### src/rtl/spi_dac_frame_receiver_if.sv
// Bundle of the DAC SPI lines and the deframed results of the receiver.
// The master drives the serial lines; the slave (the receiver) drives the results.
interface spi_dac_frame_receiver_if #(
    parameter int DATA_BITS = 12,
    parameter int CNT_W     = 16
) ();
    logic                 spi_cs;
    logic                 spi_sck;
    logic                 spi_mosi;
    logic [DATA_BITS-1:0] data_out;
    logic [1:0]           mode_out;
    logic                 data_valid;
    logic                 frame_err;
    logic [CNT_W-1:0]     frame_count;
    logic                 busy;

    modport master (
        output spi_cs, spi_sck, spi_mosi,
        input  data_out, mode_out, data_valid, frame_err, frame_count, busy
    );

    modport slave (
        input  spi_cs, spi_sck, spi_mosi,
        output data_out, mode_out, data_valid, frame_err, frame_count, busy
    );
endinterface

### src/rtl/spi_dac_frame_receiver.sv
// Oversampling SPI receiver for the DAC link: synchronizes cs/sck/mosi, deframes
// MSB-first words into mode + DAC code and flags frames with the wrong edge count.
module spi_dac_frame_receiver #(
    parameter int FRAME_BITS = 16,
    parameter int DATA_BITS  = 12,
    parameter int CNT_W      = 16
) (
    input  logic                     clk,
    input  logic                     rst,
    spi_dac_frame_receiver_if.slave  bus
);
    localparam int BW = $clog2(FRAME_BITS + 2);
    localparam logic [BW-1:0] BITS_FULL = BW'(FRAME_BITS);
    localparam logic [BW-1:0] BITS_SAT  = BW'(FRAME_BITS + 1);

    localparam logic [1:0] ST_WAIT_IDLE = 2'd0;
    localparam logic [1:0] ST_IDLE      = 2'd1;
    localparam logic [1:0] ST_SHIFT     = 2'd2;

    logic cs_s1_q, cs_s1_d, cs_s2_q, cs_s2_d, cs_s3_q, cs_s3_d;
    logic sck_s1_q, sck_s1_d, sck_s2_q, sck_s2_d, sck_s3_q, sck_s3_d;
    logic mosi_s1_q, mosi_s1_d, mosi_s2_q, mosi_s2_d;
    logic cs_rise_q, cs_rise_d, cs_fall_q, cs_fall_d;
    logic sck_fall_q, sck_fall_d, mosi_bit_q, mosi_bit_d;
    logic [1:0]            warm_q, warm_d;
    logic [1:0]            state_q, state_d;
    logic [BW-1:0]         bit_cnt_q, bit_cnt_d;
    logic [FRAME_BITS-1:0] shift_q, shift_d;
    logic [DATA_BITS-1:0]  data_out_q, data_out_d;
    logic [1:0]            mode_out_q, mode_out_d;
    logic                  data_valid_q, data_valid_d;
    logic                  frame_err_q, frame_err_d;
    logic [CNT_W-1:0]      frame_count_q, frame_count_d;

    // Two-flop synchronizers, a third copy for edge detection, then a registered edge stage.
    always_comb begin
        cs_s1_d    = bus.spi_cs;
        cs_s2_d    = cs_s1_q;
        cs_s3_d    = cs_s2_q;
        sck_s1_d   = bus.spi_sck;
        sck_s2_d   = sck_s1_q;
        sck_s3_d   = sck_s2_q;
        mosi_s1_d  = bus.spi_mosi;
        mosi_s2_d  = mosi_s1_q;
        cs_rise_d  = cs_s2_q & ~cs_s3_q;
        cs_fall_d  = ~cs_s2_q & cs_s3_q;
        sck_fall_d = ~sck_s2_q & sck_s3_q;
        mosi_bit_d = mosi_s2_q;
    end

    always_comb begin
        state_d       = state_q;
        bit_cnt_d     = bit_cnt_q;
        shift_d       = shift_q;
        data_out_d    = data_out_q;
        mode_out_d    = mode_out_q;
        frame_count_d = frame_count_q;
        data_valid_d  = 1'b0;
        frame_err_d   = 1'b0;
        warm_d        = (warm_q == 2'd3) ? warm_q : warm_q + 2'd1;

        case (state_q)
            // The synchronizers restart at idle after reset; wait until they carry real
            // samples so a frame already running at reset release is never decoded.
            ST_WAIT_IDLE: begin
                if (warm_q == 2'd3 && cs_s2_q)
                    state_d = ST_IDLE;
            end
            ST_IDLE: begin
                if (cs_fall_q) begin
                    state_d   = ST_SHIFT;
                    bit_cnt_d = '0;
                    shift_d   = '0;
                end
            end
            ST_SHIFT: begin
                // A cs rise in the same sample as an sck fall closes the frame first.
                if (cs_rise_q) begin
                    state_d = ST_IDLE;
                    if (bit_cnt_q == BITS_FULL) begin
                        data_out_d    = shift_q[DATA_BITS-1:0];
                        mode_out_d    = shift_q[DATA_BITS+1:DATA_BITS];
                        data_valid_d  = 1'b1;
                        frame_count_d = frame_count_q + 1'b1;
                    end else begin
                        frame_err_d = 1'b1;
                    end
                end else if (sck_fall_q) begin
                    if (bit_cnt_q < BITS_FULL)
                        shift_d = {shift_q[FRAME_BITS-2:0], mosi_bit_q};
                    if (bit_cnt_q != BITS_SAT)
                        bit_cnt_d = bit_cnt_q + 1'b1;
                end
            end
            default: state_d = ST_WAIT_IDLE;
        endcase
    end

    always_ff @(posedge clk or posedge rst) begin
        if (rst) begin
            cs_s1_q       <= 1'b1;
            cs_s2_q       <= 1'b1;
            cs_s3_q       <= 1'b1;
            sck_s1_q      <= 1'b1;
            sck_s2_q      <= 1'b1;
            sck_s3_q      <= 1'b1;
            mosi_s1_q     <= 1'b0;
            mosi_s2_q     <= 1'b0;
            cs_rise_q     <= 1'b0;
            cs_fall_q     <= 1'b0;
            sck_fall_q    <= 1'b0;
            mosi_bit_q    <= 1'b0;
            warm_q        <= 2'd0;
            state_q       <= ST_WAIT_IDLE;
            bit_cnt_q     <= '0;
            shift_q       <= '0;
            data_out_q    <= '0;
            mode_out_q    <= '0;
            data_valid_q  <= 1'b0;
            frame_err_q   <= 1'b0;
            frame_count_q <= '0;
        end else begin
            cs_s1_q       <= cs_s1_d;
            cs_s2_q       <= cs_s2_d;
            cs_s3_q       <= cs_s3_d;
            sck_s1_q      <= sck_s1_d;
            sck_s2_q      <= sck_s2_d;
            sck_s3_q      <= sck_s3_d;
            mosi_s1_q     <= mosi_s1_d;
            mosi_s2_q     <= mosi_s2_d;
            cs_rise_q     <= cs_rise_d;
            cs_fall_q     <= cs_fall_d;
            sck_fall_q    <= sck_fall_d;
            mosi_bit_q    <= mosi_bit_d;
            warm_q        <= warm_d;
            state_q       <= state_d;
            bit_cnt_q     <= bit_cnt_d;
            shift_q       <= shift_d;
            data_out_q    <= data_out_d;
            mode_out_q    <= mode_out_d;
            data_valid_q  <= data_valid_d;
            frame_err_q   <= frame_err_d;
            frame_count_q <= frame_count_d;
        end
    end

    assign bus.data_out    = data_out_q;
    assign bus.mode_out    = mode_out_q;
    assign bus.data_valid  = data_valid_q;
    assign bus.frame_err   = frame_err_q;
    assign bus.frame_count = frame_count_q;
    assign bus.busy        = (state_q == ST_SHIFT);
endmodule

### src/flat_wrapper.sv
// flat-port wrapper written by rule: the top's interface ports become plain ports
module spi_dac_frame_receiver_flat 
#(
    parameter int FRAME_BITS = 16,
    parameter int DATA_BITS  = 12,
    parameter int CNT_W      = 16
)
  (clk, rst, bus_spi_cs, bus_spi_sck, bus_spi_mosi, bus_data_out, bus_mode_out, bus_data_valid, bus_frame_err, bus_frame_count, bus_busy);
  spi_dac_frame_receiver_if #(.DATA_BITS(DATA_BITS), .CNT_W(CNT_W)) bus_i ();
  input  logic clk;
  input  logic rst;
  input wire logic [$bits(bus_i.spi_cs)-1:0] bus_spi_cs;
  input wire logic [$bits(bus_i.spi_sck)-1:0] bus_spi_sck;
  input wire logic [$bits(bus_i.spi_mosi)-1:0] bus_spi_mosi;
  output wire logic [$bits(bus_i.data_out)-1:0] bus_data_out;
  output wire logic [$bits(bus_i.mode_out)-1:0] bus_mode_out;
  output wire logic [$bits(bus_i.data_valid)-1:0] bus_data_valid;
  output wire logic [$bits(bus_i.frame_err)-1:0] bus_frame_err;
  output wire logic [$bits(bus_i.frame_count)-1:0] bus_frame_count;
  output wire logic [$bits(bus_i.busy)-1:0] bus_busy;
  assign bus_i.spi_cs = bus_spi_cs;
  assign bus_i.spi_sck = bus_spi_sck;
  assign bus_i.spi_mosi = bus_spi_mosi;
  assign bus_data_out = bus_i.data_out;
  assign bus_mode_out = bus_i.mode_out;
  assign bus_data_valid = bus_i.data_valid;
  assign bus_frame_err = bus_i.frame_err;
  assign bus_frame_count = bus_i.frame_count;
  assign bus_busy = bus_i.busy;
  spi_dac_frame_receiver #(.FRAME_BITS(FRAME_BITS), .DATA_BITS(DATA_BITS), .CNT_W(CNT_W)) u_core (.clk(clk), .rst(rst), .bus(bus_i));
endmodule
### config.mk
export PLATFORM = sky130hd
export DESIGN_NAME = spi_dac_frame_receiver_flat
export DESIGN_NICKNAME = d
export VERILOG_FILES = /design/src/rtl/spi_dac_frame_receiver_if.sv /design/src/rtl/spi_dac_frame_receiver.sv /design/src/flat_wrapper.sv
export SDC_FILE = /design/constraint.sdc
export NUM_CORES = 1
export LEC_CHECK = 0
export ABC_AREA = 0
export CORE_MARGIN = 3
export CORE_UTILIZATION = 38
export DETAILED_ROUTE_END_ITERATION = 10
export GPL_TIMING_DRIVEN = 0
export PLACE_DENSITY = 0.69
export SETUP_SLACK_MARGIN = 0.4
export SYNTH_ARGS = -nofsm -noshare
export SYNTH_HDL_FRONTEND = slang
export SYNTH_SLANG_ARGS = --single-unit
### constraint.sdc
create_clock -name clk -period 3.3 [get_ports clk]
set_clock_uncertainty 0.05 [all_clocks]
set_input_delay 0.495 -clock clk [delete_from_list [all_inputs] [get_ports clk]]
set_output_delay 0.495 -clock clk [all_outputs]
set_load 0.01 [all_outputs]
# Word level (Yosys, flattened, before mapping)
# Cells that the tools add are included.
dict set report word_totals {
  elab_cells 70
  out_inout_bits 33
  register_bits 67
  inputBits 5
}
dict set report classes {
  mux 20
  eq_ne 12
  n_bitwise 6
  addsub 3
  reduce_logical 7
  n_lt_le_gt_ge 1
}
# op n
set ops {}
lappend ops {{$mux W14} 4}
lappend ops {{$pmux W14 S2} 1}
lappend ops {{$mux W5} 4}
lappend ops {{$add A16 B1 Y16 const B} 1}
lappend ops {{$ne A2 B1 Y1 const B} 6}
lappend ops {{$pmux W5 S2} 1}
lappend ops {{$reduce_and A5 Y1} 2}
lappend ops {{$mux W1} 6}
lappend ops {{$mux W2} 3}
lappend ops {{$pmux W2 S3} 1}
lappend ops {{$reduce_and A3 Y1} 2}
lappend ops {{$add A5 B1 Y5 const B} 1}
lappend ops {{$eq A5 B5 Y1 const B} 1}
lappend ops {{$lt A5 B5 Y1 const B} 1}
lappend ops {{$ne A5 B5 Y1 const B} 1}
lappend ops {{$eq A2 B2 Y1 const B} 2}
lappend ops {{$and A1 B1 Y1} 3}
lappend ops {{$not A1 Y1} 3}
lappend ops {{$add A2 B1 Y2 const B} 1}
lappend ops {{$eq A2 B1 Y1 const B} 1}
lappend ops {{$logic_not A2 Y1} 1}
lappend ops {{$ne A2 B2 Y1 const B} 1}
lappend ops {{$reduce_bool A2 Y1} 1}
lappend ops {{$logic_and A1 B1 Y1} 1}

# Depth between registers and ports, before layout
# Gate-level depths: netlist of the first run.
dict set report depth {
  depth_word 5
  mapped_depth 8
  ltp_nobuf 7
}

# Worst setup path before layout of the first run
# Ideal clock, no wire load.
dict set report synth_timing {
  path_kind {flip-flop to flip-flop}
  from {register u_core.bit_cnt_q[0]}
  to {register u_core.data_out_q[10], in the netlist u_core.bus.data_out[10]}
  path_stages_with_launch 8
  synth_period_minus_slack_ps 2025
  setup_slack_ps 1275
  t_required_ps 3125
  path_buffers 1
  setup_time_ps 125
  arrival_time_ps 1851
  path_cell_list {dfrtp_1 inv_1 ha_1 or3b_4 or2_1 buf_6 clkinv_1 mux2_2}
}
dict set report synth_between {
  elab_chain_len 2
}
# item line
set synth_rtl {}
lappend synth_rtl {{from (decl)} spi_dac_frame_receiver.sv:27} ;# logic [BW-1:0] bit_cnt_q, bit_cnt_d;
lappend synth_rtl {{from (signal assigned)} spi_dac_frame_receiver.sv:137} ;# bit_cnt_q <= bit_cnt_d;
lappend synth_rtl {{$eq A5 B5 Y1} spi_dac_frame_receiver.sv:80} ;# if (bit_cnt_q == BITS_FULL) begin
lappend synth_rtl {{$reduce_and A3 Y1 (no line)} n/a}
lappend synth_rtl {{to (signal assigned)} spi_dac_frame_receiver.sv:139} ;# data_out_q <= data_out_d;
lappend synth_rtl {{to (decl)} spi_dac_frame_receiver.sv:29} ;# logic [DATA_BITS-1:0] data_out_q, data_out_d;
# No other way between the ends.
# A chain may end at the register's enable or synchronous reset.

# Final worst setup path of the first run
dict set report layout_timing {
  from {register u_core.state_q[0]}
  to {output port bus_busy}
}
dict set report layout_between {
  elab_chain_len 1
}
# item line
set layout_rtl {}
lappend layout_rtl {{from (decl)} spi_dac_frame_receiver.sv:26} ;# logic [1:0] state_q, state_d;
lappend layout_rtl {{from (signal assigned)} spi_dac_frame_receiver.sv:136} ;# state_q <= state_d;
lappend layout_rtl {{$eq A2 B2 Y1} spi_dac_frame_receiver.sv:152} ;# assign bus.busy = (state_q == ST_SHIFT);
lappend layout_rtl {{to (decl)} flat_wrapper.sv:20} ;# output wire logic [$bits(bus_i.busy)-1:0] bus_busy;
# No other way between the ends.

==> results.md, run 1 <==
* Cts hold-fix bufs at 0
* Final setup viols at 0
* Cell count after synthesis at 208
* Port bufs at 37
* Yosys reg bits at 67
* Post-CTS resize count at 0
* GRT Total Usage at 12.5%
* TritonCTS clock tree: done
* TritonCTS buffer count at 9
* CP max stage delay at 0.60 ns
* Lkg Pwr at 0.00163 uW
* Drt drc at 0
* Post-synth top area cell: dfrtp_1
* Post-Syn Area per Cell at around 14 um^2
* Startpoint of the worst hold path: u_core.mosi_bit_d
* Vias in the first global route at 1,717
* Yosys Warn Count at 0
* Pre-antenna DRT Iters at 4
* Unique cell type count in the Yosys netlist at 39
* WL per Instance at 13.7 um
* Final-layout fill cell count at 622
* Area growth, synth to finish at 25.1%
* Top delay family on crit path: buffers and inverters
* CTS clk-pin slew, worst paths at approximately 0.070 ns
* Mux cell area share after synthesis at 8.03%
* First DRT Iteration DRCs at 122
* Final hold viol count at 0
* Largest family of logic cells by synthesized area: simple AND/OR/NAND/NOR gates
* Layout cell share with drive strength beyond 1 at 18.3%
* Post-Layout Cell Count at 358
* RSZ-0062 raised after global routing: false
* Synth Area in Adders at 3.99%
* Core Area at around 0.0070 mm^2
* Crit path cell chain: inv_1 > ha_1 > clkdlybuf4s50_1
* Final HPWL DP at 3.46 mm
* Synth Area in Compound Gates at 9.93%
* Peak VDD IR at 205 uV
* Later-pin clock latency in the skew report at 0.34 ns
* GRT overflow at 0
* Post-Syn Nets at 222
* Min-delay worst type: reg -> reg
* Final Net Count at 271
* Critical-path top delay cell: clkdlybuf4s50_1
* Row count at 30
* Via count at around 1,700
* Global-route wire length before repair at about 8.3 mm
* Crit Path Max Fanout at 5
* Least-Margin Pin Slew at 0.725 ns
* Reg2reg start: u_core.bit_cnt_q[0]
* Xor and xnor area share after synthesis at roughly 5.0%
* Diode count at 0
* Fin crit share at 69.3%
* PwrDens at between 500 and 600 mW/mm^2
* Placer Congestion at 0.801
* Clk buf depth at 2
* Post-Syn Area at 0.00282 mm^2
* Commonest non-fill, non-tap cell in the layout: dfrtp_1
* Worst Setup Path Type: reg -> out
* Launch point of the critical path: u_core.state_q[0]
* Startpoint types: flop
* Placed Cells at 342
* Initial Util at 40.4%
* # IOs at 38
* FMAX at roughly 440 MHz
* Simple-gate share of the synthesized area at 10.2%
* CTS root buf: clkbuf_8
* PnR Total Power at around 2000 uW
* Synth top area cells: dfrtp_1 (54%), a22o_1 (6.5%), dfstp_2 (5.6%)
* Max-cap violations at 0
* CP arrival at 1.74 ns
* Initial antenna violation count at 0
* Minimum clock period at 2.29 ns
* Vias per cell at 4.88
* Most frequent cells in the layout: dfrtp_1 (61), clkdlybuf4s50_1 (37), a22o_1 (21), nand2_1 (13), xnor2_1 (12)
* Die height at 92.2 um
* Post-CTS Setup Bufs at 0
* Sequential share of the synthesized area at 59.7%
* Crit path required time at 2.75 ns
* H-Tree Depth at 3
* Die width at 92.2 um
* Top cell type's share of synthesized area at a little over half
* Status: finished, final reports clean
* Post-Route WL at 4.91 mm
* WP buf/inv at 2
* Die area at around 0.0085 mm^2
* Worst slew margin at 51.6%
* Largest net degree at the start of global routing at 35
* Number of max-slew violations in the final report at 0
* Routed Antenna Nets at 0
* Clock sink count at 67
* Crit. End Element: output port
[registers in the layout (all words and copies together), names as in the netlist]
register                cells
u_core.sck_s2_q             1
u_core.sck_s3_q             1
u_core.shift_q             14
u_core.bus.data_out        12
u_core.bus.frame_count     16
u_core.bus.data_valid       1
u_core.cs_s3_q              1
u_core.sck_fall_q           1
u_core.mosi_bit_d           1
u_core.bus.mode_out         2
u_core.cs_s2_q              1
u_core.warm_q               2
u_core.cs_fall_q            1
u_core.bit_cnt_q            5
u_core.state_q              2
u_core.mosi_bit_q           1
u_core.mosi_s1_q            1
u_core.sck_s1_q             1
u_core.cs_s1_q              1
u_core.bus.frame_err        1
u_core.cs_rise_q            1
[area by class of cell]
class	count	area, um^2	area share (%)
buffer	7	51.3	1.45
clock buffer	9	124	3.51
multi-input combinational	124	1050	29.7
inverter	10	37.5	1.06
timing repair buffer	38	390	11.1
clock inverter	7	73.8	2.09
tap	96	120	3.40
sequential	67	1680	47.7
[power breakdown]
part	total, uW	leakage (uW)	internal, uW	switching (uW)
registers	896	0.000891	863	33.0
logic	419	0.000639	158	261
clock network	673	0.000100	354	319
[per-layer routing]
layer	vias to the layer above	wire length, um	track usage [%]
met5	-	0	0
met4	0	101	6.68
met3	11	204	2.95
met2	36	2240	18.8
met1	859	2360	16.7
li1	841	-	-
[stage by stage]
stage / instance area, um^2 / hold slack, ns / setup TNS, ns / setup slack, ns / utilization [%]
final: 3530 / 0.299 / 0 / 1.01 / 50.6
after global placement: 3310 / 0.282 / -3.18 / -0.0566 / 47.4
after global routing: 3530 / 0.306 / 0 / 0.929 / 50.6
after floorplan: 2820 / 0.281 / 0 / 1.08 / -
after CTS: 3530 / 0.304 / 0 / 0.992 / 50.6
after detailed placement: 3330 / 0.286 / 0 / 1.10 / 47.7
[final timing paths]
kind	end	slack, ns	depth (start not counted)
max	bus_busy	1.01	3
max in group asynchronous	u_core.shift_q[2]	2.02	3
min reg2reg	u_core.mosi_bit_q	0.30	0
min	u_core.mosi_bit_q	0.30	0
max reg2reg	u_core.bus.data_out[10]	1.10	7
min in group asynchronous	u_core.bus.frame_count[13]	0.54	2
[cell families after synthesis]
| kind of cell | after synthesis |
|---|---|
| compound gates | 31 |
| xor+xnor | 16 |
| fa+ha+maj | 9 |
| buf+inv | 17 |
| flops | 67 |
| mux | 18 |
| simple gates | 50 |
[synth_stat cells]
| library cell | number |
|---|---|
| mux2_4 | 7 |
| a2111oi_4 | 1 |
| clkbuf_1 | 4 |
| or2_1 | 1 |
| nand3_1 | 11 |
| a41o_1 | 1 |
| nor2_1 | 1 |
| ha_1 | 9 |
| nand2b_1 | 1 |
| nor2b_1 | 6 |
| o32a_1 | 1 |
| nand4_1 | 5 |
| nor3_1 | 2 |
| xnor2_1 | 12 |
| nand2_1 | 13 |
| buf_12 | 1 |
| buf_6 | 1 |
| a21o_1 | 1 |
| a31oi_1 | 1 |
| xor2_1 | 4 |
| buf_2 | 1 |
| a22o_1 | 21 |
| o21ai_0 | 2 |
| dfrtp_1 | 61 |
| and2_1 | 2 |
| inv_1 | 9 |
| clkinv_1 | 1 |
| o31ai_1 | 1 |
| and3_1 | 3 |
| nor4_4 | 1 |
| nor3_2 | 1 |
| mux2_2 | 9 |
| or4b_1 | 1 |
| dfstp_2 | 6 |
| or3b_4 | 1 |
| mux2i_1 | 2 |
| nor2_2 | 1 |
| a211o_1 | 1 |
| a221oi_1 | 1 |
Power figures use the tool's default switching activity.
==> run 2: changes to the inputs <==
- PLACE_DENSITY: 0.69 -> 0.71
- clock period: 3.3 -> 2 ns (I/O delays scaled with it)
==> run 2 against run 1 <==
Global-route usage rose by 1.6 points. Setup slack worse by 1.0 ns. Routed wire length is 12% higher. Critical path depth up 4. Non-clock buffer count up 26. Core utilization up 7.7 points. Final area increased by 15%. First-iteration DRC count fell by 40%. Sequential cell count is the same. Final cell count increased by 7.3%. Power rose by 100%. Critical path type is now reg -> reg.
==> results.md, run 2 (same netlist as run 1, synthesis figures left out) <==
* Diode count at 0 (unchanged)
* Layout cell share with drive strength beyond 1 at 37.2% (was 18.3%)
* Die width at 92.2 um (unchanged)
* Initial antenna violation count at 0 (unchanged)
* Reg2reg start: u_core.bit_cnt_q[1] (was u_core.bit_cnt_q[0])
* Final HPWL DP at 3.39 mm (was 3.46 mm)
* Reg2reg path depth at 7 (unchanged)
* WHS Endpoint: u_core.mosi_bit_d (was u_core.mosi_bit_q)
* Largest register FFs at 16 (unchanged)
* Number of max-slew violations in the final report at 0 (unchanged)
* CTS clk-pin slew, worst paths at 0.07 ns (about the same)
* Min-delay worst type: reg -> reg (unchanged)
* Post-Route WL at 5.49 mm (was 4.91 mm)
* Global-route wire length before repair at 9.34 mm (was 8.32 mm)
* TritonCTS clock tree: done (unchanged)
* Critical-path top delay cell: dfrtp_1 (was clkdlybuf4s50_1)
* Core Area at 0.00698 mm^2 (unchanged)
* Peak VDD IR at 335 uV (was 205 uV)
* H-Tree Depth at 3 (unchanged)
* Final hold viol count at 0 (unchanged)
* CTS root buf: clkbuf_8 (unchanged)
* Commonest non-fill, non-tap cell in the layout: dfrtp_1 (unchanged)
* CP max stage delay at 0.40 ns (was 0.60 ns)
* Post-Place Worst Slack at -0.0402 ns (was 1.10 ns)
* Clk buf depth at 2 (unchanged)
* Vias per cell at 4.91 (was 4.88)
* Crit. End Element: flop (was output port)
* Die area at 0.00849 mm^2 (unchanged)
* PwrDens at 986 mW/mm^2 (was 563 mW/mm^2)
* FF-to-FF End: u_core.bus.data_out[1] (was u_core.bus.data_out[10])
* Via count at 1,887 (was 1,747)
* Final Net Count at 297 (was 271)
* Worst Setup Path Type: reg -> reg (was reg -> out)
* Placer Congestion at 0.761 (was 0.801)
* # IOs at 38 (unchanged)
* Clock sink count at 67 (unchanged)
* FMAX at 503 MHz
* Status: finished, final reports clean (unchanged)
* Row count at 30 (unchanged)
* TritonCTS buffer count at 9 (unchanged)
* Least-Margin Pin Slew at 0.592 ns (was 0.725 ns)
* Crit Path Max Fanout at 6 (was 5)
* Cts hold-fix bufs at 0 (unchanged)
* Initial Util at 40.4% (unchanged)
* Lkg Pwr at 0.00220 uW (was 0.00163 uW)
* Drt drc at 0 (unchanged)
* Later-pin clock latency in the skew report at 0.34 ns (about the same)
* Routed Antenna Nets at 0 (unchanged)
* Final TNS setup at 0 ns (unchanged)
* Pre-antenna DRT Iters at 4 (unchanged)
* Most frequent cells in the layout: dfrtp_1 (59), a22o_1 (21), buf_4 (19), dlygate4sd2_1 (18) (was dfrtp_1 (61), clkdlybuf4s50_1 (37), a22o_1 (21), nand2_1 (13), xnor2_1 (12))
* Area growth, synth to finish at 44.1% (was 25.1%)
* Die height at 92.2 um (unchanged)
* Minimum clock period at 1.99 ns
* Port bufs at 37 (unchanged)
* CP arrival at 2.16 ns (was 1.74 ns)
* Fin crit share at 99.4%
* Max-cap violations at 0 (unchanged)
* GRT Total Usage at 14.1% (was 12.5%)
* Startpoint of the worst hold path: u_core.mosi_s1_q (was u_core.mosi_bit_d)
* PnR Total Power at 4010 uW (was 1990 uW)
* Crit path required time at 2.17 ns (was 2.75 ns)
* GRT overflow at 0 (unchanged)
* Final setup viols at 0 (unchanged)
* Worst slew margin at 60.4% (was 51.6%)
* Crit path cell chain: inv_2 > ha_4 > or3b_4 > or2_1 > buf_6 > clkbuf_16 > mux2_4 (was inv_1 > ha_1 > clkdlybuf4s50_1)
* Startpoint types: flop (unchanged)
* Worst reg2reg setup slack at 0.01 ns (was 1.10 ns)
* RSZ-0062 raised after global routing: true (was false)
* First DRT Iteration DRCs at 73 (was 122)
* WL per Instance at 14.3 um (was 13.7 um)
* Vias in the first global route at 1,947 (was 1,717)
* Setup ws final at 0.0114 ns (was 1.01 ns)
* Worst hold path depth at 0 (unchanged)
* Largest net degree at the start of global routing at 42 (was 35)
[run 2: changes by cell type in the layout (fill, tap and decap cells not counted), moves of 4 or more]
cell	delta
ha_1	-4
ha_4	+4
nand3_4	+4
buf_4	+19
nand3_1	-5
xnor2_1	-5
dlymetal6s2s_1	+11
clkdlybuf4s50_1	-30
dlygate4sd2_1	+18
buf_6	+8
xnor2_2	+5
inv_1	-5
[run 2: per-layer routing]
metal / vias to the layer above / global-route usage (%) / wire length (um)
met5: - / 0 / 0
met3: 9 / 2.95 / 213
met4: 0 / 7.80 / 116
li1: 889 / - / -
met2: 34 / 22.4 / 2740
met1: 955 / 17.8 / 2420
[run 2: through the flow]
stage               hold WS, ns  cell area, um^2  utilization (%)  std cells
floorplan                 0.254             2890                -        208
detailed placement        0.285             3400             48.7        342
finish                    0.299             4070             58.2        384
CTS                       0.301             3880             55.6        382
global route              0.309             4070             58.2        384
global placement          0.283             3380             48.4        341
[run 2: critical path, delay by kind of cell, from the launching register on]
kind,cells,cell delay [ns]
mux,1,0.29
fa+ha+maj,1,0.13
flops,1,0.40
simple gates,2,0.62
buf+inv,3,0.38
[run 2: how the worst max path moves through the flow]
stage,start,to
global placement,u_core.bit_cnt_q[0],u_core.bus.data_out[0]
finish,u_core.bit_cnt_q[1],u_core.bus.data_out[1]
global route,u_core.bit_cnt_q[0],u_core.bus.data_out[3]
CTS,u_core.bit_cnt_q[0],u_core.bus.data_out[2]
floorplan,u_core.bit_cnt_q[0],u_core.bus.data_out[0]
detailed placement,u_core.bit_cnt_q[0],u_core.bus.data_out[0]
[run 2: layout make-up]
cell class                 count  area (um^2)
fill                         572         2920
clock buffer                  10          128
buffer                         7         76.3
inverter                      10         48.8
timing repair buffer          64          644
sequential                    67         1690
multi-input combinational    124         1270
tap                           96          120
clock inverter                 6         90.1
[run 2: report_power, final]
group          internal [uW]  switching (uW)
registers               1430            58.3
clock network            704             504
logic                    709             605
[run 2: what timing repair did]
| item | 4_1_cts | 5_1_grt |
|---|---|---|
| setup buffers | 24 | 1 |
| gates resized for setup | 43 | 38 |
| pin swaps | 17 | 16 |
| endpoints found under the hold margin | 0 | 0 |
| endpoints found under the setup margin | 76 | 65 |
| cloned | 0 | 1 |
==> run 3: changes to the inputs <==
- CORE_MARGIN: 3 -> 8
- SETUP_SLACK_MARGIN: 0.4 -> 0.02
==> run 3 against run 2 <==
The run now ends with setup timing left. First-iteration DRC count up 86%. Global-route usage down 2.4 points. Final cell count down 3.6%. Combinational power down 34%. Worst hold slack better by 0.0070 ns. Sequential power about the same. Critical path depth unchanged. Routed wire length up 0.29%. Setup slack worse by 0.016 ns. Die area up 23%. Core utilization down 7.1 points. Count of clock-buffer cells in the layout unchanged. Critical path type unchanged. Highest routed layer unchanged.
==> results.md, run 3 (same netlist as run 1, synthesis figures left out) <==
* TritonCTS buffer count at 9 (unchanged)
* Final Net Count at 280 (was 297)
* WL per Instance at 14.9 um (was 14.3 um)
* Most frequent cells in the layout: dfrtp_1 (61), clkdlybuf4s50_1 (36), a22o_1 (21), nand2_1 (13), xnor2_1 (12) (was dfrtp_1 (59), a22o_1 (21), buf_4 (19), dlygate4sd2_1 (18))
* CP arrival at 2.18 ns (was 2.16 ns)
* GRT Total Usage at 11.6% (was 14.1%)
* Die width at 102 um (was 92.2 um)
* Clock sink count at 67 (unchanged)
* Final hold viol count at 0 (unchanged)
* Worst slew margin at 60.1% (was 60.4%)
* Status: complete, but fails checks (was finished, final reports clean)
* Drt drc at 0 (unchanged)
* Initial Util at 39.1% (was 40.4%)
* Die height at 102 um (was 92.2 um)
* Failing checks: setup timing
* PwrDens at 965 mW/mm^2 (was 986 mW/mm^2)
* Largest register FFs at 16 (unchanged)
* Later-pin clock latency in the skew report at 0.33 ns (was 0.34 ns)
* GRT overflow at 0 (unchanged)
* Clk buf depth at 2 (unchanged)
* Global-route wire length before repair at 9.23 mm (was 9.34 mm)
* Final HPWL DP at 3.78 mm (was 3.39 mm)
* Peak VDD IR at 405 uV (was 335 uV)
* Placed inst area at 0.00334 mm^2 (was 0.00340 mm^2)
* Final instance area at 0.00369 mm^2 (was 0.00407 mm^2)
* CTS root buf: clkbuf_8 (unchanged)
* Die area at 0.0104 mm^2 (was 0.00849 mm^2)
* Vias in the first global route at 1,918 (was 1,947)
* Area growth, synth to finish at 30.7% (was 44.1%)
* Largest net degree at the start of global routing at 41 (was 42)
* TritonCTS clock tree: done (unchanged)
* FF+latch area at 0.00168 mm^2 (was 0.00169 mm^2)
* Port bufs at 37 (unchanged)
* Layout cell share with drive strength beyond 1 at 25.1% (was 37.2%)
* Via count at 1,870 (was 1,887)
* Final-layout fill cell count at 628 (was 572)
* Lkg Pwr at 0.00169 uW (was 0.00220 uW)
* Fin crit share at 100% (was 99.4%)
* Crit Path Max Fanout at 7 (was 6)
* Critical-path top delay cell: dfrtp_1 (unchanged)
* Least-Margin Pin Slew at 0.597 ns (was 0.592 ns)
* Min-delay worst type: reg -> reg (unchanged)
* Final setup viols at 2 (was 0)
* Initial antenna violation count at 0 (unchanged)
* CTS clk-pin slew, worst paths at 0.08 ns (was 0.07 ns)
* FMAX at 499 MHz (was 503 MHz)
* Multi-input logic area at 0.00108 mm^2 (was 0.00127 mm^2)
* Number of max-slew violations in the final report at 0 (unchanged)
* Crit path required time at 2.18 ns (was 2.17 ns)
* Crit path cell chain: inv_2 > ha_4 > or3b_4 > or2_1 > buf_6 > clkbuf_16 > mux2_4 (unchanged)
* Minimum clock period at 2.00 ns (was 1.99 ns)
* # IOs at 38 (unchanged)
* Worst Setup Path Type: reg -> reg (unchanged)
* H-Tree Depth at 3 (unchanged)
* Commonest non-fill, non-tap cell in the layout: dfrtp_1 (unchanged)
* Post-Route WL at 5.50 mm (was 5.49 mm)
* RSZ-0062 raised after global routing: true (unchanged)
* Crit. End Element: flop (unchanged)
* First DRT Iteration DRCs at 136 (was 73)
* Pre-antenna DRT Iters at 4 (unchanged)
* Placer Congestion at 0.788 (was 0.761)
* Startpoint types: flop (unchanged)
* Routed Antenna Nets at 0 (unchanged)
* Row count at 31 (was 30)
* Post-Place Worst Slack at -0.129 ns (was -0.0402 ns)
* Diode count at 0 (unchanged)
* Core Area at 0.00721 mm^2 (was 0.00698 mm^2)
* Setup ws final at -0.00462 ns (was 0.0114 ns)
* CP max stage delay at 0.40 ns (about the same)
* Vias per cell at 5.05 (was 4.91)
* Max-cap violations at 0 (unchanged)
* Final core utilization at 51.1% (was 58.2%)
==> run 3: worst max-delay path, delay by kind of cell, from the launching register on <==
kind | cells | cell delay (ns)
adder cells (fa/ha/maj) | 1 | 0.14
AND/OR/NAND/NOR | 2 | 0.63
multiplexers | 1 | 0.29
flip-flops | 1 | 0.40
buffers and inverters | 3 | 0.40
==> run 3: metrics by stage <==
stage | TNS (ns) | power (uW) | cells | hold WS (ns)
6_report | -0.00817 | 3560 | 370 | 0.306
5_1_grt | -1.17 | 3750 | 370 | 0.312
4_1_cts | 0 | 3520 | 366 | 0.308
3_5_place_dp | -2.37 | 2200 | 345 | 0.286
3_3_place_gp | -1.32 | 2170 | 344 | 0.283
2_1_floorplan | 0 | 2020 | 208 | 0.254
==> run 3: path summary, 6_finish.rpt <==
kind / start / to / slack, ns / cells after the start
worst max-delay path: u_core.bit_cnt_q[1] / u_core.bus.data_out[0] / -0.005 / 7
worst min-delay path: u_core.mosi_s1_q / u_core.mosi_bit_d / 0.31 / 0
worst min register to register: u_core.mosi_s1_q / u_core.mosi_bit_d / 0.31 / 0
worst max register to register: u_core.bit_cnt_q[1] / u_core.bus.data_out[0] / -0.005 / 7
min in group asynchronous: rst / u_core.shift_q[13] / 0.34 / 2
max in group asynchronous: rst / u_core.cs_s2_q / 0.92 / 3
==> run 3: area by class of cell <==
type,instances,area share [%]
Clock buffer,10,3.46
Inverter,10,1.26
Buffer,7,1.46
Sequential cell,67,45.7
Multi-Input combinational cell,124,29.4
Tap cell,99,3.36
Clock inverter,6,2.48
Timing Repair Buffer,47,13.0
==> run 3: timing repair <==
item	CTS	global route
pin swaps	3	6
buffers inserted	5	3
resized for setup	7	9
setup endpoints to repair	32	35
hold buffers	0	0
cloned	0	1
==> run 3: routing by layer <==
layer	track usage, %	share of wire, %	up-vias
met5	0	0	-
met4	8.80	3.1	0
met3	3.34	6.9	12
met2	17.4	47	50
met1	13.9	43	951
li1	-	-	857
==> run 3: power breakdown <==
group | leakage, uW | switching (uW) | internal (uW) | total (uW)
clock | 0.0000987 | 516 | 704 | 1220
combinational | 0.000700 | 480 | 387 | 867
sequential | 0.000891 | 48.6 | 1420 | 1470
total | 0.00169 | 1040 | 2520 | 3560
